## src/rtl/zrg_pkg.sv

```systemverilog
// Shared types for the zone request generator.
// States, request codes and controller status codes.
package zrg_pkg;

  typedef enum logic [2:0] {
    ST_IDLE,
    ST_REQUEST,
    ST_WATER,
    ST_RELEASE,
    ST_FAULT
  } state_e;

  localparam logic [1:0] G_NONE = 2'b00;
  localparam logic [1:0] G_A    = 2'b01;
  localparam logic [1:0] G_B    = 2'b10;
  localparam logic [1:0] G_BOTH = 2'b11;

  localparam logic [1:0] E_ERROR = 2'b00;
  localparam logic [1:0] E_OK    = 2'b01;

endpackage

```

## src/rtl/zrg_debounce.sv

```systemverilog
// 1-bit debouncer: dout follows din after DEB_CYCLES equal samples.
// Ports: clk, rst_n (async low), din raw, dout debounced.
module zrg_debounce #(
  parameter int DEB_CYCLES = 4
) (
  input  logic clk,
  input  logic rst_n,
  input  logic din,
  output logic dout
);

  localparam int CW = $clog2(DEB_CYCLES) + 1;
  localparam logic [CW-1:0] LAST = CW'(DEB_CYCLES - 1);

  logic          deb_q, deb_d;
  logic [CW-1:0] cnt_q, cnt_d;

  // A 1-bit input that differs from dout is necessarily a run of
  // identical samples, so counting mismatches is enough.
  always_comb begin
    deb_d = deb_q;
    cnt_d = '0;
    if (din != deb_q) begin
      if (cnt_q == LAST) deb_d = din;
      else               cnt_d = cnt_q + 1'b1;
    end
  end

  always_ff @(posedge clk or negedge rst_n) begin
    if (!rst_n) begin
      deb_q <= 1'b0;
      cnt_q <= '0;
    end else begin
      deb_q <= deb_d;
      cnt_q <= cnt_d;
    end
  end

  assign dout = deb_q;

endmodule

```

## src/rtl/zone_request_gen.sv

```systemverilog
// Irrigation zone request FSM: debounced dry sensors -> valve requests.
// Ports: S1/S2 sensors, R1/R2 valve state, E status, clr, G1/G2 requests,
// busy, fault, cycle_count. Macro ZONE_REQUEST_GEN_STATS_EN enables
// the cycle counter; otherwise cycle_count is tied to zero.
module zone_request_gen
  import zrg_pkg::*;
#(
  parameter int DEB_CYCLES   = 4,
  parameter int WATER_CYCLES = 16,
  parameter int ACK_TIMEOUT  = 8
) (
  input  logic       clk,
  input  logic       reset,
  input  logic [1:0] S1,
  input  logic [1:0] S2,
  input  logic [1:0] R1,
  input  logic [1:0] R2,
  input  logic [1:0] E,
  input  logic       clr,
  output logic [1:0] G1,
  output logic [1:0] G2,
  output logic       busy,
  output logic       fault,
  output logic [7:0] cycle_count
);

  localparam int TMAX =
    (ACK_TIMEOUT > WATER_CYCLES) ? ACK_TIMEOUT : WATER_CYCLES;
  localparam int TW = $clog2(TMAX) + 1;
  localparam logic [TW-1:0] ACK_LAST = TW'(ACK_TIMEOUT - 1);
  localparam logic [TW-1:0] WAT_LAST = TW'(WATER_CYCLES - 1);

  logic [3:0] raw, deb;

  assign raw = {S2, S1};

  for (genvar i = 0; i < 4; i++) begin : g_deb
    zrg_debounce #(
      .DEB_CYCLES(DEB_CYCLES)
    ) u_deb (
      .clk  (clk),
      .rst_n(reset),
      .din  (raw[i]),
      .dout (deb[i])
    );
  end

  state_e        state_q, state_d;
  logic [1:0]    g1_q, g1_d;
  logic [1:0]    g2_q, g2_d;
  logic [TW-1:0] tmr_q, tmr_d;
  logic          ack, err;

  assign ack = (R1 == g1_q) && (R2 == g2_q);
  assign err = (E == E_ERROR);

  // One timer serves all states: counts up in REQUEST/RELEASE,
  // counts down from WATER_CYCLES-1 in WATER.
  always_comb begin
    state_d = state_q;
    g1_d    = g1_q;
    g2_d    = g2_q;
    tmr_d   = tmr_q;
    unique case (state_q)
      ST_IDLE: begin
        if (|deb) begin
          g1_d    = deb[1:0];
          g2_d    = deb[3:2];
          tmr_d   = '0;
          state_d = ST_REQUEST;
        end
      end
      ST_REQUEST: begin
        if (err || (!ack && tmr_q == ACK_LAST)) begin
          state_d = ST_FAULT;
        end else if (ack) begin
          tmr_d   = WAT_LAST;
          state_d = ST_WATER;
        end else begin
          tmr_d = tmr_q + 1'b1;
        end
      end
      ST_WATER: begin
        if (err) begin
          state_d = ST_FAULT;
        end else if (tmr_q == '0) begin
          g1_d    = G_NONE;
          g2_d    = G_NONE;
          state_d = ST_RELEASE;
        end else begin
          tmr_d = tmr_q - 1'b1;
        end
      end
      ST_RELEASE: begin
        if (R1 == G_NONE && R2 == G_NONE) begin
          state_d = ST_IDLE;
        end else if (tmr_q == ACK_LAST) begin
          state_d = ST_FAULT;
        end else begin
          tmr_d = tmr_q + 1'b1;
        end
      end
      ST_FAULT: begin
        if (clr) state_d = ST_IDLE;
      end
      default: state_d = ST_IDLE;
    endcase
    if (state_d == ST_FAULT) begin
      g1_d  = G_NONE;
      g2_d  = G_NONE;
      tmr_d = '0;
    end
    if (state_d == ST_RELEASE && state_q != ST_RELEASE) tmr_d = '0;
  end

  always_ff @(posedge clk or negedge reset) begin
    if (!reset) begin
      state_q <= ST_IDLE;
      g1_q    <= G_NONE;
      g2_q    <= G_NONE;
      tmr_q   <= '0;
    end else begin
      state_q <= state_d;
      g1_q    <= g1_d;
      g2_q    <= g2_d;
      tmr_q   <= tmr_d;
    end
  end

  assign G1    = g1_q;
  assign G2    = g2_q;
  assign busy  = (state_q == ST_REQUEST) ||
                 (state_q == ST_WATER)   ||
                 (state_q == ST_RELEASE);
  assign fault = (state_q == ST_FAULT);

`ifdef ZONE_REQUEST_GEN_STATS_EN
  logic       done;
  logic [7:0] cc_q, cc_d;

  assign done = (state_q == ST_RELEASE) &&
                (R1 == G_NONE) && (R2 == G_NONE);

  always_comb begin
    cc_d = cc_q;
    if (done && cc_q != 8'hFF) cc_d = cc_q + 8'd1;
  end

  always_ff @(posedge clk or negedge reset) begin
    if (!reset) cc_q <= 8'h00;
    else        cc_q <= cc_d;
  end

  assign cycle_count = cc_q;
`else
  assign cycle_count = 8'h00;
`endif

endmodule
```

## config.mk

```make
export PLATFORM = sky130hd
export DESIGN_NAME = zone_request_gen
export DESIGN_NICKNAME = d
export VERILOG_FILES = /design/src/rtl/zrg_pkg.sv /design/src/rtl/zrg_debounce.sv /design/src/rtl/zone_request_gen.sv
export SDC_FILE = /design/constraint.sdc
export NUM_CORES = 1
export LEC_CHECK = 0
export ABC_AREA = 1
export BUFFER_PORTS_ARGS = -buffer_cell sky130_fd_sc_hd__buf_2
export CAP_MARGIN = 15
export CORE_ASPECT_RATIO = 1.4
export CORE_MARGIN = 3
export CORE_UTILIZATION = 35
export CTS_CLUSTER_DIAMETER = 50
export DETAILED_ROUTE_END_ITERATION = 8
export GPL_TIMING_DRIVEN = 0
export SLEW_MARGIN = 20
export SYNTH_ARGS = -nofsm -noshare
export SYNTH_HDL_FRONTEND = slang
export SYNTH_SLANG_ARGS = --single-unit
```

## constraint.sdc

```tcl
create_clock -name clk -period 1.8 [get_ports clk]
set_clock_uncertainty 0.05 [all_clocks]
set_input_delay 0.36 -clock clk [delete_from_list [all_inputs] [get_ports clk]]
set_output_delay 0.36 -clock clk [all_outputs]
set_load 0.01 [all_outputs]
```

Word-level counts from Yosys, hierarchy flattened
Cells that the tools add are included.
- add/subtract/negate cells: 6
- equality and inequality tests: 27
- muxes and demuxes: 35
- reductions and logical operators: 22
- operators with widths (operator ; number):
    2-to-1 mux 3 bit ; 16
    2-to-1 mux 5 bit ; 9
    != test 4 bit, second input constant ; 6
    == test 3 x 2 -> 1 bit, second input constant ; 7
    one-hot mux 5 bit (4 select lines) ; 1
    one-hot mux 3 bit (5 select lines) ; 1
    adder 3 x 1 -> 3 bit, second input constant ; 4
    2-to-1 mux 2 bit ; 6
    != test 3 bit, second input constant ; 3
    one-hot mux 2 bit (2 select lines) ; 2
    AND reduction 2 bit ; 4
    AND reduction 7 bit ; 1
    == test 3 bit, second input constant ; 2
    logical NOT 2 bit ; 3
    nonzero test 6 bit ; 1
    adder 5 x 1 -> 5 bit, second input constant ; 1
    == test 5 x 3 -> 1 bit, second input constant ; 1
    logical NOT 5 bit ; 1
    subtractor 5 x 1 -> 5 bit, second input constant ; 1
    == test 2 bit ; 2
    logical AND 1 bit ; 4
    != test 1 bit ; 4
    AND reduction 4 bit ; 1
    OR reduction 4 bit ; 1
    6 further kinds ; 8
- register bits after elaboration: 28
- input port bits: 13
- output and inout bits: 14

Longest topological paths before layout
Gate-level depths: netlist of the first run.
- word-level depth: 11
- gate-level depth with buffers: 12

Modules after synthesis
A second synthesis of the first run with hierarchy kept.
- cell total of the unflattened synthesis: 272
- area, all modules: 1956.9 um2
- by module, submodules not included (module ; instances ; cells each ; area each (um2) ; sequential area each (um2)):
    zone_request_gen ; 1 ; 180 ; 1201.2 ; 300.3
    zrg_debounce ; 4 ; 23 ; 188.9 ; 100.1

Least setup slack after synthesis of the first run
OpenSTA, ideal clock, no wires.
- kind: reg-to-reg
- from: reg tmr_q[1]
- to: reg tmr_q[3]
- setup time: 0.118 ns
- arrival: 1.390 ns
- data required time: 1.632 ns
- setup slack: 0.242 ns
- stages on the path, launching flop included: 11
- buffers on the path: 0
- cell sequence: dfrtp_1 ha_1 nand2_4 nor3_2 inv_2 nor2_4 nor2_8 nand4_4 nand2_4 nand2_1 nand2_1
- longest elaborated chain between the ends: 9
- RTL lines (element ; line ; text):
    start, declared ; zone_request_gen.sv:51 ; logic [TW-1:0] tmr_q, tmr_d;
    start signal, assigned ; zone_request_gen.sv:126 ; tmr_q <= tmr_d;
    == test 5 x 3 -> 1 bit ; zone_request_gen.sv:74, zone_request_gen.sv:97 ;
    logical AND 1 bit ; zone_request_gen.sv:74 ; if (err || (!ack && tmr_q == ACK_LAST)) begin
    logical OR 1 bit ; zone_request_gen.sv:74 ;
    2-to-1 mux 3 bit ; zone_request_gen.sv:74 ;
    one-hot mux 3 bit (5 select lines) ; zone_request_gen.sv:64 ; unique case (state_q)
    == test 3 x 2 -> 1 bit ; zone_request_gen.sv:113 ; if (state_d == ST_RELEASE && state_q != ST_RELEASE) tmr_d = '0;
    logical AND 1 bit ; zone_request_gen.sv:113 ;
    != test 4 bit (no source line) / nonzero test 6 bit (equally long branches) ; -- ;
    AND reduction 7 bit (no source line) ; -- ;
Parallel ways exist; a longest one is shown, timed or not. The select of a mux whose other input is x is not followed.
A chain may end at the register's enable or synchronous reset.

Worst setup path after layout of the first run
- from: reg tmr_q[0]
- to: reg tmr_q[4]
The elaborated chain is that of the path after synthesis.

==> flow_metrics.env, run 1 <==
export IMPL_status="finished, final reports clean"
export IMPL_cts_tree="yes"
export IMPL_power_density_nw_per_um2=1440
export IMPL_die_area_um2=6150
export IMPL_track_usage=0.129
export IMPL_htree_levels=1
export IMPL_synth_edff_count=0
export IMPL_synth_top_cell_area_share=0.383
export IMPL_drc=0
export IMPL_via_per_inst=4.56
export IMPL_io_buffers=18
export IMPL_slowest_stage="dfrtp_1"
export IMPL_power_leakage_nw=1.16
export IMPL_slew_headroom=0.587
export IMPL_die_x_um=67.1
export IMPL_post_place_ws_ns=0.0398
export IMPL_vias=1514
export IMPL_rsz0062_at_grt="no"
export IMPL_initial_core_util=0.369
export IMPL_nFillCells=551
export IMPL_nets=289
export IMPL_place_gp_congestion=0.823
export IMPL_antenna_left=0
export IMPL_row_count=30
export IMPL_diodes=0
export IMPL_synth_top_cells_by_area="dfrtp_1, nand2_1, inv_1"
export IMPL_cts_root_buf="clkbuf_8"
export IMPL_postPlaceCellArea_um2=2030
export IMPL_finalSetupViolCount=0
export IMPL_cts_buffers=3
export IMPL_cap_violations=0
export IMPL_power_mw=3.09
export IMPL_end_kind="flip-flop"
export IMPL_worst_slack_ns=0.136
export IMPL_rrSetupSlack_ns=0.14
export IMPL_area_delta_synth_final_pct=17.1
export IMPL_path_delay_family="simple AND/OR/NAND/NOR gates"
export IMPL_antenna_found_initial=0
export IMPL_async_flop_share=1.00
export IMPL_final_layout_size_suffix_gt1_frac=0.250
export IMPL_crit_fanout=6
export IMPL_final_max_slew_viol_count=0
export IMPL_synth_area_um2=1830
export IMPL_post_route_period_util=0.924
export IMPL_multi_input_area_um2=941
export IMPL_hold_viol=0
export IMPL_startpoint_type="flip-flop"
export IMPL_clock_path_buffers=2
export IMPL_r2r_end="tmr_q[4]"
export IMPL_ir_worst_vdd_mv=0.798
export IMPL_ctsHoldBuffers=0
export IMPL_cp_num_cells=10
export IMPL_clock_latency_ns=0.27
export IMPL_place_hpwl_mm=2.84
export IMPL_ys_seq_area_frac=0.383
export IMPL_hold_class="input port to async pin"
export IMPL_tns_ns=0
export IMPL_cp_num_buf_inv=1
export IMPL_design_area_um2=2140
export IMPL_crit_chain="ha_2, nand2_4, nor3_4, inv_2, nor2_4, nor2_8, nand4_4, nand2_4, nand2_1, nand2_1"
export IMPL_avgSynthCellArea_um2=7.79
export IMPL_cp_arrival_ns=1.78
export IMPL_area_sequential_um2=702
export IMPL_synth_ff_type="dfrtp_1"
export IMPL_dr_pass1_iters=4
export IMPL_wl_mm=3.54
export IMPL_grt_max_degree=29
export IMPL_fin_crit_ns=1.66
export IMPL_core_area_um2=4950
export IMPL_synth_cells=235
export IMPL_crit_type="flip-flop to flip-flop"
export IMPL_drt_iter0_drc=56
export IMPL_clock_sinks=28
export IMPL_clock_fmax_mhz=601
export IMPL_tightest_slew_ns=0.619
export IMPL_clk_pin_slew_ns=0.09
export IMPL_crit_reg2reg_launch="tmr_q[0]"
export IMPL_ys_ff_latch=28
export IMPL_gr_total_overflow=0
export IMPL_max_stage_delay_ns=0.42
export IMPL_grt_pass1_vias=1484
export IMPL_wl_per_cell_um=10.7
export IMPL_required_ns=1.92
export IMPL_grt_pass1_wl_mm=6.32
export IMPL_yosysWarnings=0
export IMPL_yosysTopAreaCell="dfrtp_1"
export IMPL_reg2reg_depth=10
export IMPL_ys_types=33
export IMPL_fp_dieH_um=91.6
export IMPL_io_pins=27
[state kept, by name, summed over array words and instances, names as in the netlist]
| register | cells |
|---|---|
| g_deb.u_deb.cnt_q | 12 |
| G1 | 2 |
| tmr_q | 5 |
| state_q | 3 |
| G2 | 2 |
| g_deb.u_deb.dout | 4 |
[cells in the mapped netlist, types with 2 or more instances]
| cell type | count |
|---|---|
| xnor2_1 | 4 |
| nand3_1 | 18 |
| nand2_4 | 4 |
| o21ai_0 | 2 |
| buf_4 | 9 |
| o22ai_1 | 3 |
| nor2_1 | 26 |
| dfrtp_1 | 28 |
| nand3_2 | 3 |
| inv_2 | 4 |
| ha_1 | 7 |
| nand4_1 | 3 |
| nor3_1 | 6 |
| inv_1 | 36 |
| a21oi_1 | 5 |
| nor3b_1 | 3 |
| nand2_2 | 2 |
| or2_2 | 2 |
| nand2_1 | 53 |
| nor2_2 | 4 |
[logic make-up after synthesis]
family / after synthesis / synth area share
and+or+nand+nor: 130 / 0.366
buffers and inverters: 50 / 0.125
DFF: 28 / 0.383
AOI/OAI and AO/OA: 14 / 0.0526
adders and majority gates: 7 / 0.0478
xor gates and xnor gates: 5 / 0.0239
other: 1 / 0.00205
[area by class of cell]
cell class | count | share of cell area
multi-input cells | 164 | 0.439
plain buffers | 10 | 0.0368
repair buffers | 22 | 0.0560
well taps | 64 | 0.0374
clock buffers | 3 | 0.0193
clock inverters | 1 | 0.0140
flip-flops and latches | 28 | 0.327
inverters | 40 | 0.0701
[metrics by stage]
stage	instances	hold slack, ns	utilization
CTS	328	0.0657	0.423
global placement	324	0.363	0.409
floorplan	242	0.0144	-
detailed placement	324	0.375	0.409
finish	332	0.0361	0.433
global route	332	0.0746	0.433
[how the worst max path moves through the flow]
stage	slack, ns	startpoint	end
6_report	0.14	tmr_q[0]	tmr_q[4]
5_1_grt	0.005	G1[1]	tmr_q[1]
4_1_cts	0.02	tmr_q[1]	tmr_q[1]
3_5_place_dp	0.04	tmr_q[1]	tmr_q[1]
3_3_place_gp	0.06	tmr_q[1]	tmr_q[4]
2_1_floorplan	0.24	tmr_q[1]	tmr_q[3]
[cells in the final DEF, fill, tap and decap left out, types with 2 or more instances in the layout]
cell type,count
xnor2_1,4
nand2_1,52
nand2_2,3
o22ai_1,3
o21ai_0,2
or2_2,2
buf_2,18
nand4_1,3
nand2_4,4
conb_1,8
dfrtp_1,27
inv_1,35
nand3_2,3
nor2_2,5
inv_2,5
nor3_1,6
a21oi_1,5
buf_4,13
nor2_1,25
nor3b_1,3
nand3_1,18
ha_1,6
clkbuf_8,3
[layer usage]
layer	global-route usage	share of wire	vias to the layer above
met5	0	0	-
met4	0.0525	0.018	0
met3	0.0136	0.034	6
met2	0.221	0.54	28
met1	0.160	0.41	692
li1	-	-	788
[what timing repair did]
| item | in CTS | in global routing |
|---|---|---|
| resized for setup | 0 | 6 |
| endpoints found under the setup margin | 0 | 6 |
| buffers inserted | 0 | 4 |
[where the power goes]
| group | total, mW | switching [mW] | internal, mW |
|---|---|---|---|
| Combinational | 1.55 | 0.935 | 0.611 |
| Clock | 0.497 | 0.200 | 0.298 |
| Sequential | 1.05 | 0.189 | 0.858 |
Power figures use the tool's default switching activity.
==> inputs of run 2 (changes only) <==
--- a/config.mk
+++ b/config.mk
@@ -14,6 +14,7 @@
 export CTS_CLUSTER_DIAMETER = 50
 export DETAILED_ROUTE_END_ITERATION = 8
 export GPL_TIMING_DRIVEN = 0
+export SETUP_SLACK_MARGIN = 0.2
 export SLEW_MARGIN = 20
 export SYNTH_ARGS = -nofsm -noshare
 export SYNTH_HDL_FRONTEND = slang
==> run 2 against run 1 <==
Against the previous run: sequential share of layout area decreased by 1.4 points; global-route usage increased by 0.078 points; critical path depth unchanged; wire length increased by 3.3%; maximum frequency increased by 0.18%; largest cell class unchanged; critical endpoint unchanged; first-iteration DRC count decreased by 20%.
==> flow_metrics.env, run 2 (same netlist as run 1, synthesis figures left out) <==
export IMPL_multi_input_area_um2=998
export IMPL_power_mw=3.28
export IMPL_die_area_um2=6150
export IMPL_cp_num_buf_inv=1
export IMPL_grt_max_degree=29
export IMPL_grt_pass1_wl_mm=6.36
export IMPL_worst_slack_ns=0.139
export IMPL_status="finished, final reports clean"
export IMPL_hold_ws_ns=0.0357
export IMPL_final_cell_mix="nand2_1, inv_1, dfrtp_1"
export IMPL_wl_mm=3.66
export IMPL_clock_sinks=28
export IMPL_hold_class="input port to async pin"
export IMPL_track_usage=0.130
export IMPL_diodes=0
export IMPL_postPlaceCellArea_um2=2030
export IMPL_tns_ns=0
export IMPL_cts_buffers=3
export IMPL_wl_per_cell_um=10.8
export IMPL_largest_register="g_deb.u_deb.cnt_q"
export IMPL_row_count=30
export IMPL_via_per_inst=4.57
export IMPL_die_x_um=67.1
export IMPL_io_pins=27
export IMPL_clock_path_buffers=2
export IMPL_gr_total_overflow=0
export IMPL_post_place_ws_ns=0.0398
export IMPL_antenna_left=0
export IMPL_crit_fanout=6
export IMPL_post_route_period_util=0.923
export IMPL_largest_reg_flops=12
export IMPL_ir_worst_vdd_mv=0.805
export IMPL_grt_pass1_vias=1503
export IMPL_path_delay_family="simple AND/OR/NAND/NOR gates"
export IMPL_drt_iter0_drc=45
export IMPL_slew_headroom=0.578
export IMPL_startpoint_type="flip-flop"
export IMPL_area_delta_synth_final_pct=22.3
export IMPL_core_area_um2=4950
export IMPL_antenna_found_initial=0
export IMPL_design_area_um2=2240
export IMPL_tightest_slew_ns=0.634
export IMPL_clk_pin_slew_ns=0.10
export IMPL_finalSetupViolCount=0
export IMPL_hold_viol=0
export IMPL_htree_levels=1
export IMPL_cap_violations=0
export IMPL_cts_root_buf="clkbuf_8"
export IMPL_clock_latency_ns=0.27
export IMPL_vias=1541
export IMPL_required_ns=1.92
export IMPL_clock_fmax_mhz=602
export IMPL_cts_tree="yes"
export IMPL_power_leakage_nw=1.19
export IMPL_maxUsedRoutingLayer="met4"
export IMPL_final_layout_size_suffix_gt1_frac=0.304
export IMPL_drc=0
export IMPL_place_hpwl_mm=2.84
export IMPL_slowest_stage="dfrtp_1"
export IMPL_max_stage_delay_ns=0.43
export IMPL_crit_chain="ha_2, nand2_4, nor3_4, inv_2, nor2_4, nor2_8, nand4_4, nand2_4, nand2_1, nand2_1"
export IMPL_io_buffers=18
export IMPL_end_kind="flip-flop"
export IMPL_wl_met1_mm=1.51
export IMPL_wl_met2_mm=1.96
export IMPL_power_density_nw_per_um2=1460
export IMPL_place_gp_congestion=0.823
export IMPL_crit_type="flip-flop to flip-flop"
export IMPL_initial_core_util=0.369
export IMPL_area_sequential_um2=702
export IMPL_met3_length_um=132
export IMPL_nets=294
export IMPL_cp_arrival_ns=1.78
export IMPL_rsz0062_at_grt="yes"
export IMPL_final_common_cell="nand2_1"
export IMPL_fp_dieH_um=91.6
export IMPL_fin_crit_ns=1.66
export IMPL_nFillCells=537
export IMPL_final_max_slew_viol_count=0
export IMPL_dr_pass1_iters=4
## run 2: repair_timing
item                                    in CTS  in global routing
hold buffers                                 0                  0
pin swaps                                    6                  5
endpoints found under the setup margin      10                 11
buffers inserted                             4                  5
gates resized for setup                      5                 17
cloned                                       0                  0
## run 2: path summary, 6_finish.rpt
check	cells past startpoint	slack, ns	end	start
max reg2reg	10	0.14	tmr_q[4]	tmr_q[0]
max in group asynchronous	1	1.21	tmr_q[3]	reset
min in group clk	3	0.26	g_deb[1].u_deb.dout	S1[1]
min reg2reg	1	0.40	g_deb[0].u_deb.cnt_q[0]	g_deb[0].u_deb.cnt_q[0]
min	1	0.04	g_deb[2].u_deb.cnt_q[1]	reset
max	10	0.14	tmr_q[4]	tmr_q[0]
## run 2: where the power goes
| group | switching, mW | internal (mW) |
|---|---|---|
| Combinational | 1.01 | 0.713 |
| Clock | 0.199 | 0.298 |
| Sequential | 0.196 | 0.857 |
## run 2: metrics by stage
stage,util,std cells
floorplan,-,242
global placement,0.409,324
detailed placement,0.409,324
CTS,0.432,332
global route,0.452,337
finish,0.452,337
## run 2: cell type report
| class | instances | area share |
|---|---|---|
| Multi-Input combinational cell | 164 | 0.446 |
| Buffer | 10 | 0.0352 |
| Inverter | 40 | 0.0671 |
| Clock buffer | 3 | 0.0184 |
| Timing Repair Buffer | 27 | 0.0704 |
| Tap cell | 64 | 0.0358 |
| Clock inverter | 1 | 0.0134 |
| Sequential cell | 28 | 0.314 |
## run 2: worst register-to-register path, delay by kind of cell (launching register included)
family	cells	cell delay, ns
adders and majority gates	1	0.23
and+or+nand+nor	8	0.78
buffers and inverters	1	0.09
DFF	1	0.43
## run 2: layer usage
layer  up-vias  track usage
met3         6       0.0136
met5         -            0
met1       709        0.160
met2        31        0.224
li1        795            -
met4         0       0.0525
